==> src/rtl/data_to_decrypt.sv <==
// data_to_decrypt: captures words read from RC4 data memory and holds the most
// recent one for the decryption stage. Each capture raises a registered
// one-cycle valid flag and advances a saturating 16-bit word counter.
// An optional byte reversal adapts the memory's byte order to the decryptor.

module data_to_decrypt #(
    parameter int unsigned DATA_WIDTH = 32,
    parameter bit          SWAP_BYTES = 1'b0
) (
    input  logic                  clk_i,
    input  logic                  n_rst_i,
    input  logic                  read_ready_i,
    input  logic [DATA_WIDTH-1:0] rc4_data_i,
    output logic [DATA_WIDTH-1:0] dataToDecrypt_o,
    output logic                  data_valid_o,
    output logic [15:0]           word_count_o
);

    localparam logic [15:0] COUNT_MAX = 16'hFFFF;

    logic [DATA_WIDTH-1:0] captureWord;

    logic [DATA_WIDTH-1:0] data_q, data_d;
    logic                  valid_q, valid_d;
    logic [15:0]           count_q, count_d;

    generate
        if (SWAP_BYTES) begin : gSwap
            // Reverse byte order: byte 0 of the result is the top byte of the input.
            always_comb begin
                captureWord = '0;
                for (int b = 0; b < DATA_WIDTH / 8; b++) begin
                    captureWord[8*b +: 8] = rc4_data_i[DATA_WIDTH - 8 - 8*b +: 8];
                end
            end
        end else begin : gPass
            assign captureWord = rc4_data_i;
        end
    endgenerate

    // Next-state logic: load on read_ready_i, hold otherwise; the counter stops at all-ones.
    always_comb begin
        data_d  = data_q;
        valid_d = 1'b0;
        count_d = count_q;
        if (read_ready_i) begin
            data_d  = captureWord;
            valid_d = 1'b1;
            if (count_q != COUNT_MAX) begin
                count_d = count_q + 16'd1;
            end
        end
    end

    // State registers; reset clears everything, discarding any pending capture.
    always_ff @(posedge clk_i or negedge n_rst_i) begin
        if (!n_rst_i) begin
            data_q  <= '0;
            valid_q <= 1'b0;
            count_q <= '0;
        end else begin
            data_q  <= data_d;
            valid_q <= valid_d;
            count_q <= count_d;
        end
    end

    assign dataToDecrypt_o = data_q;
    assign data_valid_o    = valid_q;
    assign word_count_o    = count_q;

endmodule

==> config.mk <==
export PLATFORM = sky130hd
export DESIGN_NAME = data_to_decrypt
export DESIGN_NICKNAME = d
export VERILOG_FILES = /design/src/rtl/data_to_decrypt.sv
export SDC_FILE = /design/constraint.sdc
export NUM_CORES = 1
export LEC_CHECK = 0
export ABC_AREA = 1
export CORE_ASPECT_RATIO = 0.5
export CORE_MARGIN = 8
export CORE_UTILIZATION = 40
export CTS_BUF_LIST = sky130_fd_sc_hd__clkbuf_8 sky130_fd_sc_hd__clkbuf_16
export DETAILED_ROUTE_END_ITERATION = 7
export GPL_TIMING_DRIVEN = 0
export PLACE_DENSITY_LB_ADDON = 0.3
export SYNTH_ARGS = -nofsm -noshare
export SYNTH_HDL_FRONTEND = slang
export SYNTH_SLANG_ARGS = --single-unit
==> constraint.sdc <==
create_clock -name clk_i -period 2.2 [get_ports clk_i]
set_clock_uncertainty 0.05 [all_clocks]
set_input_delay 0.44 -clock clk_i [delete_from_list [all_inputs] [get_ports clk_i]]
set_output_delay 0.44 -clock clk_i [all_outputs]
set_load 0.02 [all_outputs]
==> metrics <==
Final period util 86.9%; number of cell rows 19; Via-to-Cell Ratio 4.53; register area share after synthesis 54.7%; first-pass GRT wire length 9.62 mm; register area 1230 µm²; H-tree Lvls 2; Clock transition at path regs 100 ps; setup slack after layout 287 ps; Root Driver clkbuf_8; hold buffers post-CTS 0; Place WS 259 ps; TritonCTS Buffers 5; wire per inst 12.9 µm; clk_lat worst skew 290 ps; CP endpoint kind primary output; RSZ-0062 raised after global routing no; clock power share 26.9%; most frequent cells in the layout nand2_1, clkdlybuf4s50_1, dfrtp_1; Max Fclk 523 MHz; Mapped Area 2240 µm²; DRT antenna net count 0; final setup fails 0; crit-path leading delay family buffers and inverters; Core Box Area 5440 µm²; pwr dens 708 nW/µm²; Comb power frac 26.2%; DR vias 1977; flip-flop and latch count after synthesis 49; GRT Util Overall 14.2%; PostCTS Resize Cnt 0; Buffers on Ports 83; Max stage delay cell, worst path clkdlybuf4s50_1; internal power 1.63 mW; Initial DRC Count 135; Switching Fraction 30.1%; vias in the first global route 2016; minimum clock period 1910 ps; HPWL after DPL 4.37 mm; die footprint 8400 µm²; Multi-input gate area 910 µm²; DRC viols 0; clk sinks 49; crit-path cells clkdlybuf4s50_1; Worst slew margin 56.8%; synth warn 0; share of cells above drive strength 1 9.09%; drt total wl 5.61 mm; die width 122 µm; Worst Setup Start Kind flop; CTS tree yes; Seq pwr share 46.9%; syn nets 308; antenna cells 0; starting density of the core 41.2%; Hold Path Class primary input to asynchronous set/reset pin; nets 399; buffer depth of the longest clock path 2; CP required 1710 ps; syn_area_per_cell 8.24 µm²; Finished Layout Cells 436; peak per-stage delay on the critical path 660 ps; CP Class flop to primary output; Least-Margin Pin Slew 648 ps; Fin. Hold Viols 0; maximum vdd ir drop 0.409 mV; fill count 500; placed insts 429; max-slew violation count 0; Die Span Y 68.9 µm; GP Congestion 0.785; Area Growth Syn to Fin 46.8%; drt pass-1 iters 4; WP buf/inv 1; Synth Instances 272; CP Max Fanout 8; antenna violations before repair 0; largest net degree at the start of global routing 28; Arrival @ worst endpoint 1420 ps; Psw 701 µW; leak pwr 1.60 nW; count of cell types in the netlist 23; total gr overflow 0; Ports 84; outcome complete, no violations; max-cap violation count 0; commonest non-fill, non-tap cell in the layout nand2_1; Post-CTS Repair Setup Buffers 0
cell usage after synthesis:
cell      instances  area share (%)
nor2_2            6             1.7
inv_1            16             2.7
xnor2_1           4             1.6
nand2_4           4             2.0
nor3_1            1            0.22
o21ai_0           2            0.45
nand4_1           9             2.5
o21ai_1           3            0.67
ha_1              1            0.56
nand3_1          10             2.2
nor2_4            2             1.0
nand3b_1          1            0.34
nand3_2           1            0.45
xor2_1            1            0.39
buf_4             1            0.34
nand2_1         142              24
nand2_2           3            0.84
inv_2             3            0.50
buf_2             3            0.67
dfrtp_1          49              55
nor2_1            6             1.0
clkbuf_1          3            0.50
nor2_8            1            0.89
worst paths after layout:
kind	start	end	slack, ps	depth (start not counted)
max in group asynchronous	n_rst_i	word_count_o[12]	1440	2
max	word_count_o[12]	word_count_o[12]	290	1
max reg2reg	word_count_o[0]	word_count_o[9]	590	8
min	n_rst_i	dataToDecrypt_o[17]	110	1
min in group clk_i	dataToDecrypt_o[21]	dataToDecrypt_o[21]	430	2
min reg2reg	dataToDecrypt_o[21]	dataToDecrypt_o[21]	430	2
per-stage QoR:
step	total power [mW]	utilization, %	hold WS [ps]	TNS, ps	cell area (µm²)
floorplan	1.39	-	94.4	0	2240
global placement	1.71	58.1	404	-35600	3160
detailed placement	1.73	58.5	408	0	3190
CTS	2.35	60.4	133	0	3290
global route	2.46	60.4	152	0	3290
finish	2.33	60.4	106	0	3290
cell families after synthesis:
kind of cell             Yosys count  share of synthesized area (%)
flip-flops                        49                           54.7
AO/OA/AOI/OAI                      5                           1.12
XOR/XNOR                           5                           1.95
buffers and inverters             26                           4.69
AND/OR/NAND/NOR                  186                           37.0
adder cells (fa/ha/maj)            1                          0.558
area by class of cell:
cell class,count,share of cell area (%)
Clock buffer,5,2.09
Clock inverter,2,1.07
Inverter,19,2.17
Timing Repair Buffer,84,25.9
Tap cell,73,2.78
Multi-Input combinational cell,197,27.7
Sequential cell,49,37.3
Buffer,7,1.03
power by group through the flow:
| stage | registers, mW | logic [mW] | clock network [mW] |
|---|---|---|---|
| global placement | 1.10 | 0.605 | 0 |
| floorplan | 1.22 | 0.168 | 0 |
| global route | 1.11 | 0.663 | 0.687 |
| detailed placement | 1.11 | 0.620 | 0 |
| CTS | 1.09 | 0.622 | 0.638 |
| finish | 1.09 | 0.610 | 0.626 |
sequential cells by signal (all words and copies together), names as in the netlist:
signal           cells
dataToDecrypt_o     32
word_count_o        16
data_valid_o         1
metal layers:
layer | share of wire [%] | global-route usage (%)
met2 | 51 | 25.6
met5 | 0 | 0
met3 | 5.4 | 4.31
met4 | 0.61 | 3.35
met1 | 43 | 16.7
Note: power is estimated with default switching activity, not from simulation.
